[src/rtl/event_deframer_pkg.sv]
// Shared definitions for the 128-bit event word: header pattern, field positions,
// widths and the deframer state encoding.
package event_deframer_pkg;

    localparam int ED_ID_BITS   = 6;
    localparam int ED_E_BITS    = 12;
    localparam int ED_T_BITS    = 20;
    localparam int ED_FINE_BITS = 3;
    localparam int ED_N_CHAN    = 8;

    // Top byte of a word: 5 framing ones plus the single-event flag.
    localparam logic [5:0] ED_HEADER = 6'b111111;

    localparam int ED_FINE_LSB   = 0;
    localparam int ED_COARSE_LSB = ED_FINE_BITS;
    localparam int ED_ENERGY_LSB = ED_T_BITS;
    localparam int ED_ID_LSB     = ED_T_BITS + ED_N_CHAN * ED_E_BITS;

    typedef enum logic [1:0] {
        ST_HUNT,
        ST_BODY,
        ST_HOLD
    } state_t;

    function automatic logic is_header(input logic [7:0] b);
        return b[7:2] == ED_HEADER;
    endfunction

endpackage

[src/rtl/event_deframer_adder_tree.sv]
// Combinational sum of eight unsigned energy channels; result is exact
// (three extra bits cover the 8x growth).
module energy_adder_tree
    import event_deframer_pkg::*;
#(
    parameter int E_BITS = ED_E_BITS
) (
    input  logic [8*E_BITS-1:0] i_energy,
    output logic [E_BITS+2:0]   o_sum
);

    logic [E_BITS:0]   w_s01, w_s23, w_s45, w_s67;
    logic [E_BITS+1:0] w_s0123, w_s4567;

    always_comb begin
        w_s01   = {1'b0, i_energy[0*E_BITS +: E_BITS]} + {1'b0, i_energy[1*E_BITS +: E_BITS]};
        w_s23   = {1'b0, i_energy[2*E_BITS +: E_BITS]} + {1'b0, i_energy[3*E_BITS +: E_BITS]};
        w_s45   = {1'b0, i_energy[4*E_BITS +: E_BITS]} + {1'b0, i_energy[5*E_BITS +: E_BITS]};
        w_s67   = {1'b0, i_energy[6*E_BITS +: E_BITS]} + {1'b0, i_energy[7*E_BITS +: E_BITS]};
        w_s0123 = {1'b0, w_s01} + {1'b0, w_s23};
        w_s4567 = {1'b0, w_s45} + {1'b0, w_s67};
        o_sum   = {1'b0, w_s0123} + {1'b0, w_s4567};
    end

endmodule

[src/rtl/event_deframer.sv]
// Byte-stream to event deframer: hunts for a header byte, collects 16 bytes,
// decodes the word into registered output fields and tracks alignment lock.
module event_deframer
    import event_deframer_pkg::*;
#(
    parameter int ID_BITS    = ED_ID_BITS,
    parameter int E_BITS     = ED_E_BITS,
    parameter int T_BITS     = ED_T_BITS,
    parameter int LOCK_COUNT = 2
) (
    input  logic                clk,
    input  logic                rst_n,
    input  logic [7:0]          in_data,
    input  logic                in_valid,
    output logic                in_ready,
    output logic                out_valid,
    input  logic                out_ready,
    output logic [ID_BITS-1:0]  out_block_id,
    output logic [8*E_BITS-1:0] out_energy,
    output logic [E_BITS+2:0]   out_energy_sum,
    output logic [T_BITS-4:0]   out_coarse,
    output logic [2:0]          out_fine,
    output logic                locked,
    output logic [15:0]         frame_err
);

    localparam int EN_BITS   = ED_N_CHAN * E_BITS;
    localparam int CO_BITS   = T_BITS - ED_FINE_BITS;
    // Bits above the block id are framing only, so they are never kept.
    localparam int KEEP_BITS = ED_ID_LSB + ID_BITS;

    state_t               r_state, w_next_state;
    logic [3:0]           r_idx;
    logic [KEEP_BITS-1:0] r_shift;
    logic                 r_out_valid;
    logic                 r_locked;
    logic [7:0]           r_good_cnt;
    logic [15:0]          r_frame_err;
    logic [ID_BITS-1:0]   r_block_id;
    logic [EN_BITS-1:0]   r_energy;
    logic [E_BITS+2:0]    r_sum;
    logic [CO_BITS-1:0]   r_coarse;
    logic [2:0]           r_fine;

    logic                 w_accept, w_is_hdr, w_last, w_slot_free;
    logic                 w_load, w_load_from_hold;
    logic [KEEP_BITS-1:0] w_shifted, w_word;
    logic [E_BITS+2:0]    w_sum;

    assign in_ready    = (r_state != ST_HOLD);
    assign w_accept    = in_valid && in_ready;
    assign w_is_hdr    = is_header(in_data);
    assign w_last      = (r_state == ST_BODY) && w_accept && (r_idx == 4'd15);
    assign w_slot_free = !r_out_valid || out_ready;
    assign w_shifted   = {r_shift[KEEP_BITS-9:0], in_data};
    // In HOLD the last byte has already been shifted in, so the register is the word.
    assign w_word      = w_load_from_hold ? r_shift : w_shifted;

    energy_adder_tree #(
        .E_BITS(E_BITS)
    ) u_adder (
        .i_energy(w_word[ED_ENERGY_LSB +: EN_BITS]),
        .o_sum   (w_sum)
    );

    always_ff @(posedge clk or negedge rst_n) begin
        if (!rst_n) r_state <= ST_HUNT;
        else        r_state <= w_next_state;
    end

    always_comb begin
        w_next_state     = r_state;
        w_load           = 1'b0;
        w_load_from_hold = 1'b0;
        case (r_state)
            ST_HUNT: begin
                if (w_accept && w_is_hdr) w_next_state = ST_BODY;
            end
            ST_BODY: begin
                if (w_last) begin
                    if (w_slot_free) begin
                        w_load       = 1'b1;
                        w_next_state = ST_HUNT;
                    end else begin
                        w_next_state = ST_HOLD;
                    end
                end
            end
            ST_HOLD: begin
                if (out_ready) begin
                    w_load           = 1'b1;
                    w_load_from_hold = 1'b1;
                    w_next_state     = ST_HUNT;
                end
            end
            default: w_next_state = ST_HUNT;
        endcase
    end

    always_ff @(posedge clk or negedge rst_n) begin
        if (!rst_n) begin
            r_idx       <= '0;
            r_shift     <= '0;
            r_locked    <= 1'b0;
            r_good_cnt  <= '0;
            r_frame_err <= '0;
        end else if (w_accept) begin
            if (r_state == ST_HUNT) begin
                if (w_is_hdr) begin
                    r_shift <= w_shifted;
                    r_idx   <= 4'd1;
                end else if (r_locked) begin
                    if (r_frame_err != 16'hFFFF) r_frame_err <= r_frame_err + 16'd1;
                    r_locked   <= 1'b0;
                    r_good_cnt <= '0;
                end
            end else begin
                // Header-looking bytes inside a word are plain data; idx wraps to 0 after byte 15.
                r_shift <= w_shifted;
                r_idx   <= r_idx + 4'd1;
                if (r_idx == 4'd15) begin
                    if (int'(r_good_cnt) < LOCK_COUNT) r_good_cnt <= r_good_cnt + 8'd1;
                    if (int'(r_good_cnt) + 1 >= LOCK_COUNT) r_locked <= 1'b1;
                end
            end
        end
    end

    always_ff @(posedge clk or negedge rst_n) begin
        if (!rst_n) begin
            r_out_valid <= 1'b0;
            r_block_id  <= '0;
            r_energy    <= '0;
            r_sum       <= '0;
            r_coarse    <= '0;
            r_fine      <= '0;
        end else begin
            if (w_load) begin
                r_out_valid <= 1'b1;
                r_block_id  <= w_word[ED_ID_LSB +: ID_BITS];
                r_energy    <= w_word[ED_ENERGY_LSB +: EN_BITS];
                r_sum       <= w_sum;
                r_coarse    <= w_word[ED_COARSE_LSB +: CO_BITS];
                r_fine      <= w_word[ED_FINE_LSB +: ED_FINE_BITS];
            end else if (out_ready) begin
                r_out_valid <= 1'b0;
            end
        end
    end

    assign out_valid      = r_out_valid;
    assign out_block_id   = r_block_id;
    assign out_energy     = r_energy;
    assign out_energy_sum = r_sum;
    assign out_coarse     = r_coarse;
    assign out_fine       = r_fine;
    assign locked         = r_locked;
    assign frame_err      = r_frame_err;

endmodule

[config.mk]
export PLATFORM = sky130hd
export DESIGN_NAME = event_deframer
export DESIGN_NICKNAME = d
export VERILOG_FILES = /design/src/rtl/event_deframer_pkg.sv /design/src/rtl/event_deframer_adder_tree.sv /design/src/rtl/event_deframer.sv
export SDC_FILE = /design/constraint.sdc
export NUM_CORES = 1
export LEC_CHECK = 0
export CORE_ASPECT_RATIO = 0.7
export CORE_MARGIN = 4
export CORE_UTILIZATION = 58
export DETAILED_ROUTE_END_ITERATION = 12
export PLACE_DENSITY = 0.82
export SYNTH_ARGS = -nofsm -noshare
export SYNTH_HDL_FRONTEND = slang
export SYNTH_SLANG_ARGS = --single-unit
[constraint.sdc]
create_clock -name clk -period 11.2 [get_ports clk]
set_clock_uncertainty 0.1 [all_clocks]
set_input_delay 1.68 -clock clk [delete_from_list [all_inputs] [get_ports clk]]
set_output_delay 1.68 -clock clk [all_outputs]
set_load 0.1 [all_outputs]
==> impl_metrics.env, run 1 <==
export IMPL_min_to="out_coarse[15]"
export IMPL_num_antenna_cells=0
export IMPL_rr_startpoint="r_state[0]"
export IMPL_clk_path_buf_depth=3
export IMPL_synth_edf_count=0
export IMPL_grt_pass1_wl_um=55600
export IMPL_final_common_cell="dfrtp_1"
export IMPL_portBuffers=167
export IMPL_first_global_vias=9703
export IMPL_yosysUniqueCellTypes=55
export IMPL_drv_cap=0
export IMPL_ys_flop_type="dfrtp_1"
export IMPL_avgSynthCellArea_sq_um=13.1
export IMPL_drive_gt1_frac=0.256
export IMPL_rows=48
export IMPL_crit_path_end_kind="flop"
export IMPL_clk_latency_ps=540
export IMPL_worstPathArrival_ps=7590
export IMPL_rsz0062_at_grt="no"
export IMPL_antenna_left=0
export IMPL_die_area_sq_mm=0.0282
export IMPL_worstRegToRegCells=17
export IMPL_yosysTopAreaCell="dfrtp_1"
export IMPL_die_w_um=199
export IMPL_cts_resized=0
export IMPL_finalWeightedCongestion=0.866
export IMPL_synth_warnings=0
export IMPL_chipHeight_um=142
export IMPL_cts_tree="yes"
export IMPL_grt_max_degree=186
export IMPL_cp_required_ps=11480
export IMPL_netlist_area_sq_mm=0.0148
export IMPL_ys_ff_latch=291
export IMPL_netlist_instances=1131
export IMPL_hp_class="reg -> reg"
export IMPL_h_tree_depth=1
export IMPL_min_delay_start="out_coarse[15]"
export IMPL_n_fill_cell=1730
export IMPL_seq_area_frac_synth=0.492
export IMPL_critPathKind="in -> reg"
export IMPL_hpwlAfterDp_um=24600
export IMPL_worstMarginPinSlew_ps=1140
export IMPL_overflow=0
export IMPL_synth_top_area_share=0.492
export IMPL_min_path_cells=2
export IMPL_final_nets=1388
export IMPL_cpPeakStageDelay_ps=710
export IMPL_cts_made_buffers=28
export IMPL_postCtsSetupRepairBufs=0
export IMPL_cts_sinks=291
export IMPL_cp_slowest_cell="buf_4"
export IMPL_reg2reg_slack_ps=4860
export IMPL_first_iter_violations=509
export IMPL_slew_viol_final=0
export IMPL_multi_input_area_sq_mm=0.00693
export IMPL_num_vias=9328
export IMPL_via_per_inst=5.73
export IMPL_startpoint_type="input pin"
export IMPL_min_period_ps=7310
export IMPL_initial_utilization=0.596
export IMPL_core_area_sq_mm=0.0249
export IMPL_finalHoldViolations=0
export IMPL_fin_crit_sh=0.653
export IMPL_syn_nets=1236
export IMPL_fin_setup_tns_ps=0
export IMPL_timing_fmax_mhz=137
export IMPL_seqCellArea_sq_mm=0.00728
export IMPL_drtPass1Iterations=4
export IMPL_setup_viol=0
export IMPL_synthToLayoutAreaGrowth_pct=19.4
export IMPL_drc=0
export IMPL_cp_cell_sequence="clkdlybuf4s50_1, nand2_8, buf_4, mux2_2, fa_1, fa_1, fa_1, inv_1, fa_1, inv_1, ha_1, o21ai_0, o21bai_1, nor4b_1, o31a_1, o31ai_1"
export IMPL_wl_per_cell_um=21.2
export IMPL_track_usage=0.250
export IMPL_ctsHoldBuffers=0
export IMPL_clkSlewWorstSetupHoldPaths_ps=70
export IMPL_ys_async_sr_fraction=1.00
export IMPL_crit_path_frequent_cell="fa_1"
export IMPL_slew_headroom=0.239
export IMPL_grt_antenna_before_repair=2
export IMPL_clock_tree_root_cell="clkbuf_16"
export IMPL_rr_endpoint="out_energy_sum[13]"
export IMPL_outcome="finished, final reports clean"
export IMPL_critPathMaxFanout=78
export IMPL_synth_area_leaders="dfrtp_1 (49%), mux2_2 (21%), fa_1 (9.6%)"
export IMPL_final_cell_mix="dfrtp_1 (291), mux2_2 (271), clkdlybuf4s50_1 (166)"
export IMPL_routed_wl_um=34500
export IMPL_io_pin_count=168
-- worst max-delay path, delay by kind of cell --
family	cells	cell delay (ps)
multiplexers	1	440
AND/OR/NAND/NOR	2	950
buffers and inverters	4	1350
adder cells (fa/ha/maj)	5	2430
AO/OA/AOI/OAI	4	600
-- cells in the mapped netlist, types with 3 or more instances --
cell and n:
a211oi_1 4, a21o_1 4, a21oi_1 10, a31oi_1 5, and2_1 9, and3_1 7, buf_2 20, buf_4 17
buf_6 5, clkbuf_1 8, dfrtp_1 291, fa_1 71, ha_1 22, inv_1 84, mux2_1 7, mux2_2 271
mux2i_1 47, nand2_1 84, nand2b_1 4, nand3_1 12, nand4_1 5, nor2_1 12, nor2b_1 4, nor3_1 5
o21ai_0 65, o31ai_1 3, xnor2_1 12, xor2_1 8
-- worst max-delay path by stage --
stage / to / slack, ps / cells past startpoint / from
floorplan: out_energy_sum[10] / 4900 / 18 / out_ready
detailed placement: out_energy_sum[14] / 3450 / 16 / out_ready
global placement: out_energy_sum[13] / 3500 / 16 / out_ready
finish: out_energy_sum[13] / 3890 / 16 / out_ready
CTS: out_energy_sum[13] / 4000 / 16 / out_ready
global route: out_energy_sum[13] / 3660 / 16 / out_ready
-- cells by family after synthesis --
kind of cell | count (synthesis) | synth area share
mux | 325 | 0.243
compound gates | 110 | 0.0449
buf+inv | 134 | 0.0425
fa+ha+maj | 93 | 0.115
xor+xnor | 20 | 0.0118
simple gates | 158 | 0.0517
flops | 291 | 0.492
-- metal layers --
layer	wire length, um	track usage	part of all wire
met3	2050	0.0546	0.059
met1	16000	0.374	0.46
met2	15700	0.384	0.46
met4	721	0.0475	0.021
met5	0	0	0
-- registers in the layout, summed over array words and instances (netlist names) --
| name | flops |
|---|---|
| locked | 1 |
| out_energy_sum | 15 |
| out_energy | 96 |
| r_idx | 4 |
| r_state | 2 |
| r_shift | 122 |
| out_coarse | 17 |
| out_fine | 3 |
| r_good_cnt | 8 |
| out_valid | 1 |
| frame_err | 16 |
| out_block_id | 6 |
-- area by class of cell --
class                      count  area share
timing repair buffer         172      0.0976
sequential                   291       0.412
inverter                      84      0.0178
tap                          325      0.0230
clock buffer                  38      0.0446
clock inverter                12      0.0136
multi-input combinational    706       0.392
-- per-stage QoR --
step                      hold slack, ps  setup slack [ps]  std cells  instance area [sq um]  utilization
after floorplan                      354              4900       1131                  14800            -
after global placement               361              3500       1578                  16700        0.670
after detailed placement             370              3450       1578                  16700        0.670
after CTS                            385              4000       1628                  17700        0.712
after global routing                 398              3660       1628                  17700        0.712
final                                380              3890       1628                  17700        0.712
Power of run 1 is left out: the tool's default activity adds up to more than one toggle a clock period on the data nets, which glitch-free logic cannot reach.
==> run 2, diff against run 1 <==
--- a/config.mk
+++ b/config.mk
@@ -7,9 +7,9 @@
 export LEC_CHECK = 0
 export CORE_ASPECT_RATIO = 0.7
 export CORE_MARGIN = 4
-export CORE_UTILIZATION = 58
+export CORE_UTILIZATION = 57
 export DETAILED_ROUTE_END_ITERATION = 12
-export PLACE_DENSITY = 0.82
+export PLACE_DENSITY = 0.81
 export SYNTH_ARGS = -nofsm -noshare
 export SYNTH_HDL_FRONTEND = slang
 export SYNTH_SLANG_ARGS = --single-unit
==> constraint.sdc (replaced) <==
create_clock -name clk -period 7 [get_ports clk]
set_clock_uncertainty 0.1 [all_clocks]
set_input_delay 1.05 -clock clk [delete_from_list [all_inputs] [get_ports clk]]
set_output_delay 1.05 -clock clk [all_outputs]
set_load 0.1 [all_outputs]
==> run 2 against run 1 <==
Effect of this change: routed wire length decreased by 0.40%; via count is 1.6% lower; critical endpoint unchanged; core utilization decreased by 1.8 points; global-route usage down 0.94 points; die area grew 1.7%; cell area is 0.49% higher; critical path depth stayed put; hold slack got worse by 22 ps; non-clock buffer count increased by 3; register-to-register slack lost 3600 ps; critical path type unchanged.
==> impl_metrics.env, run 2 (synthesis results as in run 1) <==
export IMPL_die_w_um=201
export IMPL_first_iter_violations=576
export IMPL_portBuffers=167
export IMPL_finalHoldViolations=0
export IMPL_grt_max_degree=146
export IMPL_pre_cts_slack_ps=421
export IMPL_clk_path_buf_depth=3
export IMPL_critPathMaxFanout=52
export IMPL_min_period_ps=6060
export IMPL_num_antenna_cells=0
export IMPL_ctsHoldBuffers=0
export IMPL_hp_class="in -> async"
export IMPL_drc=0
export IMPL_synthToLayoutAreaGrowth_pct=20.0
export IMPL_clock_tree_root_cell="clkbuf_16"
export IMPL_slew_viol_final=0
export IMPL_drive_gt1_frac=0.261
export IMPL_num_vias=9180
export IMPL_clk_latency_ps=550
export IMPL_timing_fmax_mhz=165
export IMPL_worstMarginPinSlew_ps=1190
export IMPL_drtPass1Iterations=4
export IMPL_largest_reg_flops=122
export IMPL_final_cell_mix="dfrtp_1 (291), mux2_2 (271), clkdlybuf4s50_1 (166)"
export IMPL_antenna_left=0
export IMPL_cts_tree="yes"
export IMPL_cts_made_buffers=28
export IMPL_via_per_inst=5.60
export IMPL_wl_per_cell_um=21.0
export IMPL_outcome="finished, final reports clean"
export IMPL_fin_setup_tns_ps=0
export IMPL_critPathKind="in -> reg"
export IMPL_initial_utilization=0.578
export IMPL_overflow=0
export IMPL_finalWeightedCongestion=0.927
export IMPL_slew_headroom=0.204
export IMPL_hpwlAfterDp_um=24800
export IMPL_io_pin_count=168
export IMPL_grt_antenna_before_repair=0
export IMPL_die_area_sq_mm=0.0287
export IMPL_core_area_sq_mm=0.0256
export IMPL_cts_sinks=291
export IMPL_rsz0062_at_grt="no"
export IMPL_final_nets=1391
export IMPL_clkSlewWorstSetupHoldPaths_ps=60
export IMPL_crit_path_end_kind="flop"
export IMPL_rows=49
export IMPL_worstPathArrival_ps=6400
export IMPL_fin_crit_sh=0.865
export IMPL_largest_register="r_shift"
export IMPL_startpoint_type="input pin"
export IMPL_final_common_cell="dfrtp_1"
export IMPL_first_global_vias=9382
export IMPL_chipHeight_um=143
export IMPL_routed_wl_um=34400
export IMPL_setup_ws_ps=942
export IMPL_h_tree_depth=1
export IMPL_grt_pass1_wl_um=54800
export IMPL_cp_required_ps=7340
export IMPL_postCtsSetupRepairBufs=0
export IMPL_drv_cap=0
export IMPL_n_fill_cell=1814
export IMPL_track_usage=0.240
export IMPL_setup_viol=0
export IMPL_cts_resized=0
-- run 2: cell type report --
type / instances / area [sq um] / area share
clock buffer: 38 / 820 / 0.0461
clock inverter: 14 / 254 / 0.0143
timing repair buffer: 175 / 1760 / 0.0991
sequential: 291 / 7280 / 0.410
multi-input combinational: 706 / 6930 / 0.390
tap: 331 / 414 / 0.0233
inverter: 84 / 315 / 0.0177
-- run 2: path summary, 6_finish.rpt --
kind	endpoint	slack, ps	cells after the start	start
max in group asynchronous	out_energy[29]	5010	2	rst_n
hold reg to reg	out_energy_sum[1]	380	2	out_energy_sum[1]
setup / recovery	out_energy_sum[13]	940	16	out_ready
setup reg to reg	out_energy_sum[13]	1240	17	r_state[0]
hold / removal	out_block_id[3]	360	1	rst_n
min in group clk	out_energy_sum[1]	380	2	out_energy_sum[1]
-- run 2: routing by layer --
metal / global-route usage / share of wire / wire (um) / vias to the layer above
li1: - / - / - / 4206
met1: 0.371 / 0.48 / 16700 / 4709
met2: 0.361 / 0.44 / 15200 / 224
met3: 0.0549 / 0.061 / 2100 / 41
met4: 0.0358 / 0.013 / 450 / 0
met5: 0 / 0 / 0 / -
-- run 2: per-stage QoR --
step           instances  utilization  area [sq um]  hold WS (ps)
6_report            1639        0.694         17800           358
5_1_grt             1639        0.694         17800           381
4_1_cts             1639        0.694         17800           360
3_5_place_dp        1587        0.652         16700           369
3_3_place_gp        1587        0.652         16700           359
2_1_floorplan       1131            -         14800           354
-- run 2: critical path, stage by stage --
cell and delay, ps:
clkdlybuf4s50_1 540, nand2_8 370, buf_12 300, mux2_2 390
fa_1 630, fa_1 460, fa_1 540, inv_1 50
fa_1 520, inv_1 40, ha_1 350, o21ai_0 280
o21bai_1 120, nor4b_1 170, o31a_1 270, o31ai_1 220
Power of run 2 is left out for the same reason.
==> run 3, diff against run 2 <==
--- a/config.mk
+++ b/config.mk
@@ -8,8 +8,10 @@
 export CORE_ASPECT_RATIO = 0.7
 export CORE_MARGIN = 4
 export CORE_UTILIZATION = 57
+export CTS_CLUSTER_SIZE = 25
 export DETAILED_ROUTE_END_ITERATION = 12
 export PLACE_DENSITY = 0.81
+export SLEW_MARGIN = 20
 export SYNTH_ARGS = -nofsm -noshare
 export SYNTH_HDL_FRONTEND = slang
 export SYNTH_SLANG_ARGS = --single-unit
==> run 3 against run 2 <==
Effect of this change: flip-flop and latch count did not move; core utilization down 0.35 points; setup slack better by 5.5 ps; critical path depth did not move; routed wire length grew 0.44%; cell area fell by 0.50%; count of clock-buffer cells in the layout up 1; critical endpoint unchanged.
==> impl_metrics.env, run 3 (synthesis results as in run 1) <==
export IMPL_final_common_cell="dfrtp_1"
export IMPL_final_nets=1394
export IMPL_slew_headroom=0.279
export IMPL_rsz0062_at_grt="no"
export IMPL_critPathKind="in -> reg"
export IMPL_startpoint_type="input pin"
export IMPL_slew_viol_final=0
export IMPL_startpoint="out_ready"
export IMPL_finalHoldViolations=0
export IMPL_min_period_ps=6050
export IMPL_wl_per_cell_um=21.1
export IMPL_fin_setup_tns_ps=0
export IMPL_hp_class="in -> async"
export IMPL_final_area_sq_mm=0.0177
export IMPL_drv_cap=0
export IMPL_initial_utilization=0.578
export IMPL_rows=49
export IMPL_grt_antenna_before_repair=0
export IMPL_synthToLayoutAreaGrowth_pct=19.4
export IMPL_cts_resized=0
export IMPL_worstMarginPinSlew_ps=1080
export IMPL_cp_required_ps=7350
export IMPL_cts_made_buffers=28
export IMPL_grt_pass1_wl_um=55000
export IMPL_worstPathArrival_ps=6400
export IMPL_largest_reg_flops=122
export IMPL_drc=0
export IMPL_first_global_vias=9425
export IMPL_ctsHoldBuffers=0
export IMPL_first_iter_violations=567
export IMPL_finalWeightedCongestion=0.927
export IMPL_die_area_sq_mm=0.0287
export IMPL_track_usage=0.241
export IMPL_hpwlAfterDp_um=24800
export IMPL_overflow=0
export IMPL_outcome="finished, final reports clean"
export IMPL_postCtsSetupRepairBufs=0
export IMPL_dpl_instance_area_sq_mm=0.0167
export IMPL_holdWs_ps=350
export IMPL_final_cell_mix="dfrtp_1 (291), mux2_2 (271), clkdlybuf4s50_1 (166)"
export IMPL_num_vias=9265
export IMPL_cp_slowest_cell="fa_1"
export IMPL_clkSlewWorstSetupHoldPaths_ps=60
export IMPL_drtPass1Iterations=4
export IMPL_io_pin_count=168
export IMPL_portBuffers=167
export IMPL_drive_gt1_frac=0.259
export IMPL_timing_fmax_mhz=165
export IMPL_grt_max_degree=146
export IMPL_cpPeakStageDelay_ps=630
export IMPL_antenna_left=0
export IMPL_core_area_sq_mm=0.0256
export IMPL_h_tree_depth=1
export IMPL_via_per_inst=5.67
export IMPL_cts_sinks=291
export IMPL_die_w_um=201
export IMPL_cts_tree="yes"
export IMPL_clk_path_buf_depth=3
export IMPL_num_antenna_cells=0
export IMPL_chipHeight_um=143
export IMPL_critPathMaxFanout=52
export IMPL_setup_viol=0
export IMPL_routed_wl_um=34500
export IMPL_fin_crit_sh=0.865
export IMPL_rr_startpoint="r_state[0]"
export IMPL_crit_path_frequent_cell="fa_1"
export IMPL_clk_latency_ps=550
export IMPL_clock_tree_root_cell="clkbuf_16"
export IMPL_cp_cell_sequence="clkdlybuf4s50_1, nand2_8, buf_12, mux2_2, fa_1, fa_1, fa_1, inv_1, fa_1, inv_1, ha_1, o21ai_0, o21bai_1, nor4b_1, o31a_1, o31ai_1"
export IMPL_largest_register="r_shift"
export IMPL_crit_path_end_kind="flop"
## run 3: cell count changes in the layout (fill, tap and decap cells not counted), sizes merged
| cell | previous run | this run |
|---|---|---|
| buf | 9 | 12 |
| bufinv | 7 | 1 |
| clkbuf | 38 | 39 |
| clkinvlp | 2 | 0 |
| inv | 85 | 84 |
## run 3: final cells by class
type	count	area [sq um]
sequential	291	7280
inverter	84	315
timing repair buffer	178	1840
fill	1789	7940
tap	331	414
multi-input combinational	706	6940
clock buffer	39	843
clock inverter	5	50.0
## run 3: worst paths after layout
check                      slack, ps  depth (start not counted)                 end
min                              350                          1     out_block_id[3]
min reg2reg                      380                          2      out_energy[82]
max                              950                         16  out_energy_sum[13]
min in group clk                 380                          2      out_energy[82]
max in group asynchronous       5300                          2       r_good_cnt[6]
max reg2reg                     1240                         17  out_energy_sum[13]
## run 3: metal layers
| layer | routed length [um] | global-route usage |
|---|---|---|
| met4 | 643 | 0.0438 |
| met5 | 0 | 0 |
| met1 | 16500 | 0.374 |
| met2 | 15100 | 0.356 |
| met3 | 2290 | 0.0543 |
## run 3: critical path: cells and delay by family
family                   cells  cell delay, ps
AO/OA/AOI/OAI                4             890
adder cells (fa/ha/maj)      5            2500
AND/OR/NAND/NOR              2             550
multiplexers                 1             390
buffers and inverters        4             930
## run 3: per-stage QoR
step           cells  utilization  setup slack (ps)
4_1_cts         1631        0.687               971
6_report        1634        0.690               948
2_1_floorplan   1131            -              1330
3_3_place_gp    1587        0.652               552
3_5_place_dp    1587        0.652               419
5_1_grt         1634        0.690               654
Power of run 3 is left out for the same reason.
